===== src/rtl/gray_pkg.sv =====
// Shared helpers for gray-coded pointer crossings: code conversions, popcount
// and the minimum synchroniser depth.
package gray_pkg;

    localparam int MIN_SYNC_STAGES = 2;
    localparam int PTR_MAX_W       = 32;

    // Callers zero-extend narrower pointers; bin[i] = ^gray[MSB:i] holds for any width.
    function automatic logic [PTR_MAX_W-1:0] gray2bin(input logic [PTR_MAX_W-1:0] g);
        logic [PTR_MAX_W-1:0] b;
        b[PTR_MAX_W-1] = g[PTR_MAX_W-1];
        for (int i = PTR_MAX_W - 2; i >= 0; i--) begin
            b[i] = b[i+1] ^ g[i];
        end
        return b;
    endfunction

    function automatic logic [PTR_MAX_W-1:0] bin2gray(input logic [PTR_MAX_W-1:0] b);
        return b ^ (b >> 1);
    endfunction

    function automatic int unsigned popcount(input logic [PTR_MAX_W-1:0] v);
        int unsigned cnt;
        cnt = 0;
        for (int i = 0; i < PTR_MAX_W; i++) begin
            cnt += 32'(v[i]);
        end
        return cnt;
    endfunction

endpackage


===== src/rtl/bus_sync_ff.sv =====
// Plain multi-flop synchroniser for a bus; no logic between stages so only the
// first stage can go metastable.
module bus_sync_ff #(
    parameter int WIDTH  = 6,
    parameter int STAGES = 2
) (
    input  logic             clk,
    input  logic             rst_n,
    input  logic             clr_i,
    input  logic [WIDTH-1:0] d_i,
    output logic [WIDTH-1:0] q_o
);

    logic [WIDTH-1:0] sync_q [STAGES];

    always_ff @(posedge clk or negedge rst_n) begin
        if (!rst_n) begin
            for (int i = 0; i < STAGES; i++) sync_q[i] <= '0;
        end else if (clr_i) begin
            for (int i = 0; i < STAGES; i++) sync_q[i] <= '0;
        end else begin
            sync_q[0] <= d_i;
            for (int i = 1; i < STAGES; i++) sync_q[i] <= sync_q[i-1];
        end
    end

    assign q_o = sync_q[STAGES-1];

endmodule


===== src/rtl/gray_ptr_sync_rx.sv =====
// Receive side of a gray pointer crossing: synchronise, convert to binary,
// report advances with step size and flag illegal multi-bit hops.
module gray_ptr_sync_rx
    import gray_pkg::*;
#(
    parameter int WIDTH       = 6,
    parameter int SYNC_STAGES = 2,
    parameter int PIPE_CONV   = 1,
    parameter int HOP_CHECK   = 1
) (
    input  logic             clk,
    input  logic             rst_n,
    input  logic [WIDTH-1:0] gray_in,
    input  logic             clr,
    input  logic             err_clr,
    output logic [WIDTH-1:0] gray_ptr,
    output logic [WIDTH-1:0] bin_ptr,
    output logic             ptr_adv,
    output logic [WIDTH-1:0] adv_cnt,
    output logic             hop_err
);

    generate
        if (SYNC_STAGES < MIN_SYNC_STAGES) begin : g_bad_sync
            $error("gray_ptr_sync_rx: SYNC_STAGES below minimum");
        end
        if (WIDTH < 2 || WIDTH > PTR_MAX_W) begin : g_bad_width
            $error("gray_ptr_sync_rx: WIDTH out of range");
        end
    endgenerate

    localparam int SUP_W = $clog2(SYNC_STAGES + 2);
    // After clr the chain refills from zero; the first re-acquired value
    // reaches the compare SYNC_STAGES+1 edges later and must not count as a hop.
    localparam logic [SUP_W-1:0] SUP_LOAD = SUP_W'(SYNC_STAGES + 1);

    logic [WIDTH-1:0] conv;
    logic [WIDTH-1:0] prev_bin_q;
    logic [WIDTH-1:0] adv_cnt_q, adv_cnt_d;
    logic [WIDTH-1:0] gray_prev_q;
    logic             ptr_adv_q, ptr_adv_d;
    logic             hop_err_q, hop_err_d;
    logic             hop_raw, hop_det;
    logic [SUP_W-1:0] sup_cnt_q;

    bus_sync_ff #(
        .WIDTH  (WIDTH),
        .STAGES (SYNC_STAGES)
    ) u_sync (
        .clk   (clk),
        .rst_n (rst_n),
        .clr_i (clr),
        .d_i   (gray_in),
        .q_o   (gray_ptr)
    );

    assign conv    = WIDTH'(gray2bin(PTR_MAX_W'(gray_ptr)));
    assign hop_raw = (sup_cnt_q == '0) && (popcount(PTR_MAX_W'(gray_ptr ^ gray_prev_q)) > 1);
    assign hop_det = (HOP_CHECK != 0) && hop_raw;

    always_comb begin
        ptr_adv_d = (conv != prev_bin_q);
        adv_cnt_d = ptr_adv_d ? (conv - prev_bin_q) : adv_cnt_q;
        hop_err_d = hop_det | (hop_err_q & ~err_clr);
    end

    always_ff @(posedge clk or negedge rst_n) begin
        if (!rst_n) begin
            prev_bin_q  <= '0;
            adv_cnt_q   <= '0;
            gray_prev_q <= '0;
            ptr_adv_q   <= 1'b0;
            hop_err_q   <= 1'b0;
            sup_cnt_q   <= '0;
        end else if (clr) begin
            prev_bin_q  <= '0;
            adv_cnt_q   <= '0;
            gray_prev_q <= '0;
            ptr_adv_q   <= 1'b0;
            hop_err_q   <= 1'b0;
            sup_cnt_q   <= SUP_LOAD;
        end else begin
            prev_bin_q  <= conv;
            adv_cnt_q   <= adv_cnt_d;
            gray_prev_q <= gray_ptr;
            ptr_adv_q   <= ptr_adv_d;
            hop_err_q   <= hop_err_d;
            if (sup_cnt_q != '0) sup_cnt_q <= sup_cnt_q - 1'b1;
        end
    end

    assign bin_ptr = (PIPE_CONV != 0) ? prev_bin_q : conv;
    assign ptr_adv = ptr_adv_q;
    assign adv_cnt = adv_cnt_q;
    assign hop_err = hop_err_q;

endmodule


===== config.mk =====
export PLATFORM = sky130hd
export DESIGN_NAME = gray_ptr_sync_rx
export DESIGN_NICKNAME = d
export VERILOG_FILES = /design/src/rtl/gray_pkg.sv /design/src/rtl/bus_sync_ff.sv /design/src/rtl/gray_ptr_sync_rx.sv
export SDC_FILE = /design/constraint.sdc
export NUM_CORES = 1
export LEC_CHECK = 0
export CAP_MARGIN = 40
export CORE_ASPECT_RATIO = 1.2
export CORE_UTILIZATION = 55
export CTS_CLUSTER_SIZE = 40
export DETAILED_ROUTE_END_ITERATION = 6
export PLACE_DENSITY = 0.84
export RECOVER_POWER = 50
export SLEW_MARGIN = 40
export SYNTH_ARGS = -nofsm -noshare
export SYNTH_HDL_FRONTEND = slang
export SYNTH_SLANG_ARGS = --single-unit

===== constraint.sdc =====
create_clock -name clk -period 3.8 [get_ports clk]
set_input_delay 0.76 -clock clk [delete_from_list [all_inputs] [get_ports clk]]
set_output_delay 0.76 -clock clk [all_outputs]
set_load 0.03 [all_outputs]

==> impl_metrics.env, run 1 <==
export IMPL_status="finished with violations"
export IMPL_violations="capacitance limit, slew limit"
export IMPL_synth_cell_types=31
export IMPL_viasPerCell=5.15
export IMPL_clock_path_buffers=2
export IMPL_worstPathCellList="xor3_1 -> xnor3_1 -> xor2_2 -> ha_1 -> fa_1 -> nand2b_1 -> a21oi_1 -> xor2_1 -> a22o_1"
export IMPL_cts_buffers=5
export IMPL_finalSetupViolations=0
export IMPL_cp_start_kind="flip-flop"
export IMPL_synth_seq_area_share=0.515
export IMPL_irDropWorstVdd_mv=0.331
export IMPL_p_leak_uw=0.000928
export IMPL_cp_required_ns=4.03
export IMPL_mostFrequentLayoutCell="dfrtp_1"
export IMPL_vias=1029
export IMPL_core_area_mm2=0.00279
export IMPL_initial_core_util=0.575
export IMPL_grt_remaining_overflow=0
export IMPL_io_pins=30
export IMPL_die_area_mm2=0.00314
export IMPL_grt_use_total=0.189
export IMPL_rsz0062_at_grt="no"
export IMPL_hold_ws_ns=0.473
export IMPL_tns_ns=0
export IMPL_drt_total_wl_um=2710
export IMPL_maxSlewHeadroom=-0.128
export IMPL_cp_slowest_cell="xor3_1"
export IMPL_cts_setup_buffers=0
export IMPL_drive_gt1_frac=0.0663
export IMPL_root_buffer="clkbuf_4"
export IMPL_die_w_um=51.3
export IMPL_synth_warnings=0
export IMPL_postRouteAntennaNets=0
export IMPL_drtPass1Iterations=4
export IMPL_hp_class="flip-flop to flip-flop"
export IMPL_grt_pass1_wl_um=4140
export IMPL_max_cap_viol_count=1
export IMPL_critPathKind="flip-flop to flip-flop"
export IMPL_rows=21
export IMPL_cts_tree="done"
export IMPL_syn_area_mm2=0.00160
export IMPL_io_buffers=29
export IMPL_wl_per_cell_um=13.5
export IMPL_finalWeightedCongestion=0.862
export IMPL_area_growth_pct=20.5
export IMPL_dpl_cell_area_mm2=0.00189
export IMPL_p_per_area_mw_per_mm2=461
export IMPL_synth_seq_cells=33
export IMPL_ctsResizeCount=0
export IMPL_worstPathArrival_ns=3.04
export IMPL_drt_iter0_markers=21
export IMPL_grt_start_max_net_pins=34
export IMPL_cpPeakStageDelay_ns=0.50
export IMPL_synthCells=137
export IMPL_antenna_found_initial=0
export IMPL_cts_num_sinks=33
export IMPL_worst_pin_slew_ns=1.69
export IMPL_utilization=0.694
export IMPL_mostFrequentLayoutCells="dfrtp_1, clkdlybuf4s50_1, nor2b_1"
export IMPL_drv_slew=34
export IMPL_die_y_um=61.1
export IMPL_cts_hold_buf=0
export IMPL_postSynthAreaPerCell_um2=11.7
export IMPL_finalPower_uw=891
export IMPL_clock_latency_ns=0.34
export IMPL_diodes=0
export IMPL_fin_crit_sh=0.741
export IMPL_first_global_vias=951
export IMPL_drc=0
export IMPL_finalClockSkew_ns=0.0100
export IMPL_period_needed_ns=2.81
export IMPL_end_kind="flip-flop"
export IMPL_hold_violations=0
export IMPL_post_route_cell_area_mm2=0.00193
export IMPL_path_max_fanout=5
export IMPL_fmax_mhz=355
export IMPL_yosysTopAreaCell="dfrtp_1"
export IMPL_clk_pin_slew_ns=0.11
export IMPL_ys_top_cells_by_area="dfrtp_1, nor2b_1, fa_1"
export IMPL_hpwl_um=2060
export IMPL_fin_nets=185
export IMPL_netlist_area_leader_share=0.515
export IMPL_syn_num_nets=157
export IMPL_ctsHtreeMaxLevel=2
flip-flops by register name, indices dropped and copies added, names as in the netlist:
register / flops
bin_ptr: 5
hop_err: 1
u_sync.sync_q: 6
sup_cnt_q: 2
gray_prev_q: 6
ptr_adv: 1
adv_cnt: 6
u_sync.q_o: 6
power breakdown:
part	internal, µW	total [µW]	leakage [µW]	switching (µW)
Clock	69.6	189	0.0000310	119
Sequential	388	411	0.000431	22.4
Combinational	129	292	0.000466	162
Total	587	891	0.000928	304
worst max-delay path: cells and delay by family (launching register included):
family | cells | cell delay [ns]
adder cells (fa/ha/maj) | 2 | 0.59
XOR/XNOR | 4 | 1.13
AO/OA/AOI/OAI | 2 | 0.36
flip-flops | 1 | 0.45
AND/OR/NAND/NOR | 1 | 0.17
metal layers:
layer / part of all wire / track usage / routed length [µm] / vias up
li1: - / - / - / 482
met1: 0.41 / 0.225 / 1110 / 508
met2: 0.52 / 0.320 / 1420 / 35
met3: 0.050 / 0.0667 / 134 / 4
met4: 0.015 / 0.0695 / 41 / 0
met5: 0 / 0 / 0 / -
synth_stat cells:
cell type   n
dfrtp_1    33
a211o_1     1
o2bb2ai_1   1
inv_1      13
nor2_2      1
a32o_1      1
nor2b_1    21
a311o_1     1
or2_2       1
fa_1        4
nand3_1     2
xor3_2      1
ha_1        6
and4_1      1
xor2_2      1
buf_1       1
mux2i_1     1
a31oi_1     1
xnor3_2     1
a21o_1      1
xnor2_1     2
nand2_1     2
buf_4       7
o22ai_1     1
a22o_1      3
a21oi_1     4
clkbuf_1    2
nor2_1      9
nand2b_1    4
xor2_1      9
o21ai_0     1
stage by stage:
step	std cells	setup WS (ns)
2_1_floorplan	137	1.22
6_report	200	0.986
3_5_place_dp	192	1.05
5_1_grt	200	0.858
3_3_place_gp	192	1.16
4_1_cts	200	1.03
final timing paths:
check	slack (ns)	cells past startpoint	startpoint	end
min reg2reg	0.47	1	u_sync.sync_q[9]$_DFF_PN0_	u_sync.q_o[3]$_DFF_PN0_
min	0.47	1	u_sync.sync_q[9]$_DFF_PN0_	u_sync.q_o[3]$_DFF_PN0_
max	0.99	9	u_sync.q_o[4]$_DFF_PN0_	adv_cnt[4]$_DFFE_PN0P_
min in group asynchronous	1.39	2	rst_n	u_sync.q_o[3]$_DFF_PN0_
max in group asynchronous	1.44	2	rst_n	bin_ptr[0]$_DFF_PN0_
max reg2reg	0.99	9	u_sync.q_o[4]$_DFF_PN0_	adv_cnt[4]$_DFFE_PN0P_
kinds of logic (layout without fill, tap and decap cells):
logic type / count (synthesis) / count (layout) / share of synthesized area
xor+xnor: 14 / 14 / 0.101
flops: 33 / 33 / 0.515
compound gates: 15 / 15 / 0.0679
fa+ha+maj: 10 / 10 / 0.0968
mux: 1 / 1 / 0.00625
simple gates: 41 / 41 / 0.143
buf+inv: 23 / 52 / 0.0703
cell type report:
class / instances / area, µm²
fill: 227 / 853
sequential: 33 / 826
multi-input combinational: 81 / 662
timing repair buffer: 31 / 298
inverter: 13 / 48.8
tap: 34 / 42.5
clock buffer: 5 / 37.5
clock inverter: 3 / 17.5
No activity file was read; power rests on OpenSTA's default activity.
==> run 2: changes to the inputs <==
--- a/config.mk
+++ b/config.mk
@@ -7,10 +7,10 @@
 export LEC_CHECK = 0
 export CAP_MARGIN = 40
 export CORE_ASPECT_RATIO = 1.2
-export CORE_UTILIZATION = 55
+export CORE_UTILIZATION = 51
 export CTS_CLUSTER_SIZE = 40
 export DETAILED_ROUTE_END_ITERATION = 6
-export PLACE_DENSITY = 0.84
+export PLACE_DENSITY = 0.78
 export RECOVER_POWER = 50
 export SLEW_MARGIN = 40
 export SYNTH_ARGS = -nofsm -noshare
==> constraint.sdc (replaced) <==
create_clock -name clk -period 2.9 [get_ports clk]
set_input_delay 0.58 -clock clk [delete_from_list [all_inputs] [get_ports clk]]
set_output_delay 0.58 -clock clk [all_outputs]
set_load 0.03 [all_outputs]
==> run 2 against run 1 <==
The flow still finishes with violations (capacitance limit, slew limit); flip-flop and latch count unchanged; via count decreased by 0.97%; maximum frequency increased by 3.6%; sequential power increased by 32%; critical path depth unchanged; final area unchanged; setup slack got worse by 0.80 ns; register-to-register slack got worse by 0.80 ns; clock power increased by 26%; routed wire length increased by 3.2%; total power increased by 31%; die area increased by 7.6%; critical path type unchanged; largest cell class unchanged; highest routed layer unchanged.
==> impl_metrics.env, run 2 (synthesis results as in run 1) <==
export IMPL_status="finished with violations"
export IMPL_p_per_area_mw_per_mm2=603
export IMPL_endpoint="adv_cnt[4]$_DFFE_PN0P_"
export IMPL_grt_use_total=0.207
export IMPL_grt_pass1_wl_um=4880
export IMPL_cp_required_ns=3.13
export IMPL_hold_violations=0
export IMPL_wl_met3_um=134
export IMPL_critPathKind="flip-flop to flip-flop"
export IMPL_cp_slowest_cell="dfrtp_2"
export IMPL_postRouteAntennaNets=0
export IMPL_reg2reg_depth=9
export IMPL_drc=0
export IMPL_root_buffer="clkbuf_4"
export IMPL_rrSetupSlack_ns=0.18
export IMPL_utilization=0.668
export IMPL_rows=21
export IMPL_grt_remaining_overflow=0
export IMPL_p_leak_uw=0.000929
export IMPL_r2r_start="u_sync.q_o[4]$_DFF_PN0_"
export IMPL_wl_met2_um=1430
export IMPL_drt_total_wl_um=2790
export IMPL_viasPerCell=5.10
export IMPL_worstPathCellList="xor3_2 -> xnor3_2 -> xor2_2 -> ha_1 -> fa_1 -> nand2b_1 -> a21oi_1 -> xor2_1 -> a22o_1"
export IMPL_drtPass1Iterations=4
export IMPL_mostFrequentLayoutCell="dfrtp_1"
export IMPL_clk_pin_slew_ns=0.10
export IMPL_highest_layer="met4"
export IMPL_rsz0062_at_grt="no"
export IMPL_irDropWorstVdd_mv=0.373
export IMPL_cts_num_sinks=33
export IMPL_final_cells=200
export IMPL_diodes=0
export IMPL_path_max_fanout=5
export IMPL_hpwl_um=2110
export IMPL_finalWeightedCongestion=0.839
export IMPL_initial_core_util=0.555
export IMPL_grt_start_max_net_pins=34
export IMPL_startpoint="u_sync.q_o[4]$_DFF_PN0_"
export IMPL_die_w_um=53.2
export IMPL_area_growth_pct=20.5
export IMPL_vias=1019
export IMPL_clock_path_buffers=2
export IMPL_fmax_mhz=368
export IMPL_end_kind="flip-flop"
export IMPL_tns_ns=0
export IMPL_die_y_um=63.4
export IMPL_cts_buffers=5
export IMPL_first_global_vias=1104
export IMPL_n_fill_cell=234
export IMPL_violations="capacitance limit, slew limit"
export IMPL_io_buffers=29
export IMPL_maxSlewHeadroom=-0.134
export IMPL_dp_cells=192
export IMPL_r2r_end="adv_cnt[4]$_DFFE_PN0P_"
export IMPL_period_needed_ns=2.72
export IMPL_max_cap_viol_count=1
export IMPL_io_pins=30
export IMPL_core_area_mm2=0.00289
export IMPL_post_route_cell_area_mm2=0.00193
export IMPL_cts_tree="done"
export IMPL_antenna_found_initial=0
export IMPL_wl_per_cell_um=14.0
export IMPL_hold_ws_ns=0.467
export IMPL_fin_crit_sh=0.937
export IMPL_ctsHtreeMaxLevel=2
export IMPL_drive_gt1_frac=0.0783
export IMPL_drv_slew=34
export IMPL_finalClockSkew_ns=0.0113
export IMPL_worstPathArrival_ns=2.95
export IMPL_hp_class="flip-flop to flip-flop"
export IMPL_drt_iter0_markers=25
export IMPL_cpPeakStageDelay_ns=0.46
export IMPL_die_area_mm2=0.00337
export IMPL_dpl_cell_area_mm2=0.00189
export IMPL_mostFrequentLayoutCells="dfrtp_1, clkdlybuf4s50_1, nor2b_1"
export IMPL_cp_start_kind="flip-flop"
export IMPL_finalSetupViolations=0
export IMPL_clock_latency_ns=0.33
export IMPL_worst_pin_slew_ns=1.70
export IMPL_fin_nets=185
export IMPL_wl_met1_um=1170
==> run 2: cell count changes in the layout (fill, tap and decap cells not counted), sizes merged <==
cell / change
clkbuf: +1
clkinvlp: -1
==> run 2: stage by stage <==
step	power (µW)	worst slack, ns
after global placement	920	0.261
after CTS	1190	0.123
after floorplan	801	0.317
final	1170	0.184
after global routing	1250	0.0323
after detailed placement	941	0.152
==> run 2: worst max-delay path: cells and delay by family, from the launching register on <==
family	cells	cell delay, ns
xor gates and xnor gates	4	1.06
DFF	1	0.46
and+or+nand+nor	1	0.17
adders and majority gates	2	0.58
AOI/OAI and AO/OA	2	0.36
==> run 2: worst min-delay path by stage <==
| stage | start | end | cells after the start |
|---|---|---|---|
| floorplan | rst_n | adv_cnt[0]$_DFFE_PN0P_ | 0 |
| global placement | u_sync.sync_q[7]$_DFF_PN0_ | u_sync.q_o[1]$_DFF_PN0_ | 1 |
| detailed placement | u_sync.sync_q[11]$_DFF_PN0_ | u_sync.q_o[5]$_DFF_PN0_ | 1 |
| CTS | u_sync.sync_q[11]$_DFF_PN0_ | u_sync.q_o[5]$_DFF_PN0_ | 1 |
| global route | u_sync.sync_q[10]$_DFF_PN0_ | u_sync.q_o[4]$_DFF_PN0_ | 1 |
| finish | u_sync.sync_q[11]$_DFF_PN0_ | u_sync.q_o[5]$_DFF_PN0_ | 1 |
==> run 2: what timing repair did <==
item                       in CTS  in global routing
hold buffers                    0                  0
setup buffers                   0                  0
setup endpoints to repair       0                  1
gates resized for setup         0                  1
==> run 2: area by class of cell <==
| class | instances | area (µm²) | share of cell area |
|---|---|---|---|
| Multi-Input combinational cell | 81 | 664 | 0.344 |
| Timing Repair Buffer | 31 | 298 | 0.154 |
| Clock inverter | 2 | 10.0 | 0.00518 |
| Inverter | 13 | 48.8 | 0.0253 |
| Tap cell | 34 | 42.5 | 0.0220 |
| Clock buffer | 6 | 41.3 | 0.0214 |
| Sequential cell | 33 | 827 | 0.428 |
==> run 2: power breakdown <==
group          switching (µW)  total, µW  leakage, µW  internal, µW
combinational             215        386     0.000467           171
sequential               31.9        541     0.000430           509
clock                     146        239    0.0000320          92.1
total                     394       1170     0.000929           772
==> run 2: layer usage <==
metal | GRT usage | vias to the layer above
li1 | - | 486
met1 | 0.244 | 503
met2 | 0.334 | 24
met3 | 0.0725 | 6
met4 | 0.0888 | 0
met5 | 0 | -
==> edit 1, RTL diff (settings of run 1) <==
`PIPE_CONV`: 1 -> 0.
--- a/src/rtl/gray_ptr_sync_rx.sv
+++ b/src/rtl/gray_ptr_sync_rx.sv
@@ -5,7 +5,7 @@
 #(
     parameter int WIDTH       = 6,
     parameter int SYNC_STAGES = 2,
-    parameter int PIPE_CONV   = 1,
+    parameter int PIPE_CONV   = 0,
     parameter int HOP_CHECK   = 1
 ) (
     input  logic             clk,
Check against the original RTL: not equivalent (a bounded check fails within 4 cycles, from zero or initial values and one cycle with rst_n low).
==> edit 1 against run 1 <==
The run still ends with capacitance limit, slew limit left. Sequential power down 1%. First-iteration DRC count up 90%. Synthesized area up 1.0%. Worst setup slack worse by 0.39 ns. Clock skew down 0.0026 ns. Via count unchanged. Final area up 0.78%. Sequential cell count unchanged. Routed wire length up 0.66%. Total power up 1.7%. Critical path type is now reg -> out. Critical endpoint is now bin_ptr[0].
==> edit 1: results (changes against run 1) <==
global_route:
  grt_pass1_vias: 1003  # +5.5%
  use_met1: 0.2092  # -0.01597
  gr-usage-met3: 0.06173  # -0.004938
  grt.total_usage: 0.1979  # +0.008996
  grt_max_degree: 34  # unchanged
  met2_usage: 0.3655  # +0.04594
  grt_pass1_wl_mm: 4.353  # +5.1%
yosys:
  synth_top_flop_cell: "dfrtp_1"
  syn_nets: 159  # +1.3%
  async_reset_ff_frac: 1.000  # unchanged
  yosys_warnings: 0  # unchanged
  synth_cells: 139  # +1.5%
  ys_seq_elements: 33  # unchanged
  synthTopCellsByCount: "dfrtp_1, nor2b_1, inv_1, nor2_1, xor2_1"
  synth_cell_type_count: 28  # -9.7%
  seq_area_frac_synth: 0.5100  # -0.005176
  synth_area_leaders: "dfrtp_1, nor2b_1, fa_1"
drt:
  post_drt_wl_per_cell_um: 13.49  # -0.33%
  dr_wl_met2_mm: 1.516  # +7.1%
  route.met3.wl_um: 123  # -8.2%
  drt-initial-drc-count: 40  # +90%
  vias_per_cell: 5.094  # -0.99%
  drt-pass1-iter-count: 4  # unchanged
  drt_wl_total_mm: 2.725  # +0.66%
  wl_met1_mm: 1.057  # -5.1%
final_layout:
  sh_seq_area: 0.4242  # -0.003298
  n_all_inverters: 14  # +1
  layout.comb_gates.multi_input: 82  # +1.2%
  fill_cells: 228  # +0.44%
  syn2layout_area_growth_pct: 20.25
  clkCellAreaFrac: 0.02635  # -0.002148
  drive_gt1_frac: 0.07143  # +0.005164
  clockBufferCount: 6  # +1
  multi_input_area_share: 0.3477  # +0.005069
  buffer_area_frac: 0.1530  # -0.001189
timing:
  worstMarginPinSlew_ns: 1.730  # +0.03884 ns
  finalCritPeriodShare: 0.8440  # +0.1034
  hold_slack_ns: 0.4781  # +0.004754 ns
  clock_skew_ns: 0.007379  # -0.002647 ns
  slew_viol_final: 34  # unchanged
critical_path:
  rr_worst_depth: 9  # unchanged
  rrSetupSlack_ns: 1.05  # +0.06 ns
  cp.arrival_ns: 2.45  # -0.59 ns
  crit_slowest_cell: "clkdlybuf4s50_1"
  cp_top_family: "XOR/XNOR gates"
  critPathMaxStageDelay_ns: 0.59  # +0.09 ns
worst_hold_path:
  holdPathStages: 1  # unchanged
placed_design:
  gp_congestion: 0.8402  # -2.5%
  preCtsSetupSlack_ns: 0.9628  # -0.08931 ns
  hpwl_mm: 1.988  # -3.5%
  place_inst: 194  # +1.0%
  dpl_cell_area_um2: 1903  # +0.86%
power_and_ir_drop:
  ir_drop_uv: 276.1  # -17%
  p_leak_nw: 0.9352  # +0.77%
status:
  status: "finished with violations"
  violations: "capacitance limit, slew limit"
run:
  maxCapViolCount: 1  # unchanged
clocking:
  cts_resized: 0  # unchanged
edit 1: kinds of logic (layout without fill, tap and decap cells):
group,count (synthesis),in the layout,share of synthesized area
AND/OR/NAND/NOR,41,41,0.1414
flip-flops,33,33,0.5100
buffers and inverters,24,53,0.07187
XOR/XNOR,15,15,0.1067
AO/OA/AOI/OAI,14,14,0.06183
adder cells (fa/ha/maj),10,10,0.09583
multiplexers,2,2,0.01237
edit 1: path summary, 6_finish.rpt:
path	startpoint	end
worst max-delay path	u_sync.q_o[4]	bin_ptr[0]
worst min-delay path	u_sync.sync_q[11]	u_sync.q_o[5]
worst max register to register	u_sync.q_o[4]	adv_cnt[4]
worst min register to register	u_sync.sync_q[11]	u_sync.q_o[5]
max in group asynchronous	rst_n	adv_cnt[0]
min in group asynchronous	rst_n	adv_cnt[2]
edit 1: power by group:
group	internal, mW	total (mW)	switching [mW]
logic	0.137	0.311	0.174
clock network	0.0704	0.188	0.118
registers	0.387	0.407	0.0205
total	0.594	0.906	0.313
==> edit 2, RTL diff (settings of run 1) <==
Made on the original files. Put a register stage on the output `gray_ptr`, with the module's reset. The value now appears one clock later. The other outputs are not delayed to match.
--- a/src/rtl/gray_ptr_sync_rx.sv
+++ b/src/rtl/gray_ptr_sync_rx.sv
@@ -19,6 +19,8 @@
     output logic [WIDTH-1:0] adv_cnt,
     output logic             hop_err
 );
+
+    logic [WIDTH-1:0] gray_ptr_d;
 
     generate
         if (SYNC_STAGES < MIN_SYNC_STAGES) begin : g_bad_sync
@@ -51,11 +53,11 @@
         .rst_n (rst_n),
         .clr_i (clr),
         .d_i   (gray_in),
-        .q_o   (gray_ptr)
+        .q_o   (gray_ptr_d)
     );
 
-    assign conv    = WIDTH'(gray2bin(PTR_MAX_W'(gray_ptr)));
-    assign hop_raw = (sup_cnt_q == '0) && (popcount(PTR_MAX_W'(gray_ptr ^ gray_prev_q)) > 1);
+    assign conv    = WIDTH'(gray2bin(PTR_MAX_W'(gray_ptr_d)));
+    assign hop_raw = (sup_cnt_q == '0) && (popcount(PTR_MAX_W'(gray_ptr_d ^ gray_prev_q)) > 1);
     assign hop_det = (HOP_CHECK != 0) && hop_raw;
 
     always_comb begin
@@ -82,7 +84,7 @@
         end else begin
             prev_bin_q  <= conv;
             adv_cnt_q   <= adv_cnt_d;
-            gray_prev_q <= gray_ptr;
+            gray_prev_q <= gray_ptr_d;
             ptr_adv_q   <= ptr_adv_d;
             hop_err_q   <= hop_err_d;
             if (sup_cnt_q != '0) sup_cnt_q <= sup_cnt_q - 1'b1;
@@ -94,5 +96,13 @@
     assign adv_cnt = adv_cnt_q;
     assign hop_err = hop_err_q;
 
+    always_ff @(posedge clk or negedge rst_n) begin
+        if (!rst_n) begin
+            gray_ptr <= '0;
+        end else begin
+            gray_ptr <= gray_ptr_d;
+        end
+    end
+
 endmodule
 
Check against the original RTL: not equivalent (a bounded check fails within 4 cycles, from zero or initial values and one cycle with rst_n low).
==> edit 2 against run 1 <==
The flow still finishes with violations (capacitance limit, slew limit). Largest cell class unchanged. First-iteration DRC count decreased by 29%. Final area rose by 10%. Synthesized area rose by 6.3%. Sequential cell count is 6 higher. Routed wire length rose by 8.3%. Total power increased by 25%. Worst setup slack lost 0.041 ns.
==> edit 2: results (changes against run 1) <==
drt:
  post_drt_wl_per_cell_um: 14.30  # +5.7%
  drt-initial-drc-count: 15  # -29%
  vias_per_cell: 5.239  # +1.8%
final_layout:
  buffer_area_frac: 0.1372  # -0.01693
  clkCellAreaFrac: 0.04947  # +0.02097
  fin_nets: 190  # +2.7%
  drive_gt1_frac: 0.09357  # +0.02730
  signal_buffers: 30  # -3.2%
  fill_cells: 201  # -11%
  seq_cells: 39  # +18%
yosys:
  synthTopCellsByCount: "dfrtp_1, nor2b_1, inv_1, xor2_1, nor2_1"
  synth_area_leaders: "dfrtp_1, nor2b_1, fa_1"
  seq_area_frac_synth: 0.5727  # +0.05746
  synth_cell_type_count: 33  # +6.5%
  syn_nets: 156  # -0.64%
power_and_ir_drop:
  pg_clk_uw: 339  # +79%
  ir_drop_uv: 383.9  # +16%
  p_leak_nw: 1.031  # +11%
  swShare: 0.2930  # -0.04785
status:
  status: "finished with violations"
  violations: "capacitance limit, slew limit"
global_route:
  grt_max_degree: 40  # +18%
  grt_pass1_wl_mm: 4.954  # +20%
  grt.total_usage: 0.2141  # +0.02527
critical_path:
  crit_slowest_cell: "xor3_2"
  rr_worst_depth: 8  # -1
  critPathMaxStageDelay_ns: 0.52  # +0.02 ns
placed_design:
  gp_congestion: 0.9019  # +4.6%
  hpwl_mm: 2.146  # +4.1%
timing:
  slew_viol_final: 40  # +18%
  clock_skew_ns: 0.004746  # -0.005280 ns
  slew_headroom: -0.3235  # -0.1959
run:
  maxCapViolCount: 1  # unchanged
-- edit 2: changes by cell type in the layout (fill, tap and decap cells not counted), moves of 2 or more --
cell              run 1  this run
bufinv_16             0         2
clkinv_2              2         0
dfrtp_1              33        39
nand2_1               2         5
nand3_1               2         0
nor2_1                9         7
nor2b_1              21        18
o211ai_1              0         2
-- edit 2: final timing paths --
| kind | to | slack (ns) | startpoint |
|---|---|---|---|
| max reg2reg | adv_cnt[4] | 0.95 | u_sync.q_o[4] |
| min reg2reg | u_sync.q_o[4] | 0.48 | u_sync.sync_q[10] |
| min in group asynchronous | ptr_adv | 0.97 | rst_n |
| min | u_sync.q_o[4] | 0.48 | u_sync.sync_q[10] |
| max in group asynchronous | u_sync.sync_q[9] | 1.70 | rst_n |
| max | adv_cnt[4] | 0.95 | u_sync.q_o[4] |
-- edit 2: logic make-up (layout without fill, tap and decap cells) --
logic type                 count (synthesis)  in the layout  synth area share
and+or+nand+nor                           41             41            0.1358
DFF                                       39             39            0.5727
buffers and inverters                     16             51           0.03964
AOI/OAI and AO/OA                         15             15           0.06021
xor gates and xnor gates                  14             14           0.09472
adders and majority gates                 10             10           0.09104
muxes                                      1              1          0.005874
-- edit 2: stage by stage --
step	hold slack (ns)	setup WS, ns	total power [mW]	instance area (um2)	instances
2_1_floorplan	0.4278	1.222	0.6696	1704	136
3_5_place_dp	0.4499	1.026	0.7802	2021	197
6_report	0.4808	0.9453	1.112	2125	205
3_3_place_gp	0.4446	1.155	0.7637	2021	197
5_1_grt	0.5000	0.8164	1.169	2125	205
4_1_cts	0.4839	0.9841	1.120	2126	205
-- edit 2: layer usage --
layer,part of all wire,GRT usage
met5,0,0
met4,0.026,0.08882
met3,0.048,0.07299
met2,0.52,0.3339
met1,0.41,0.2681
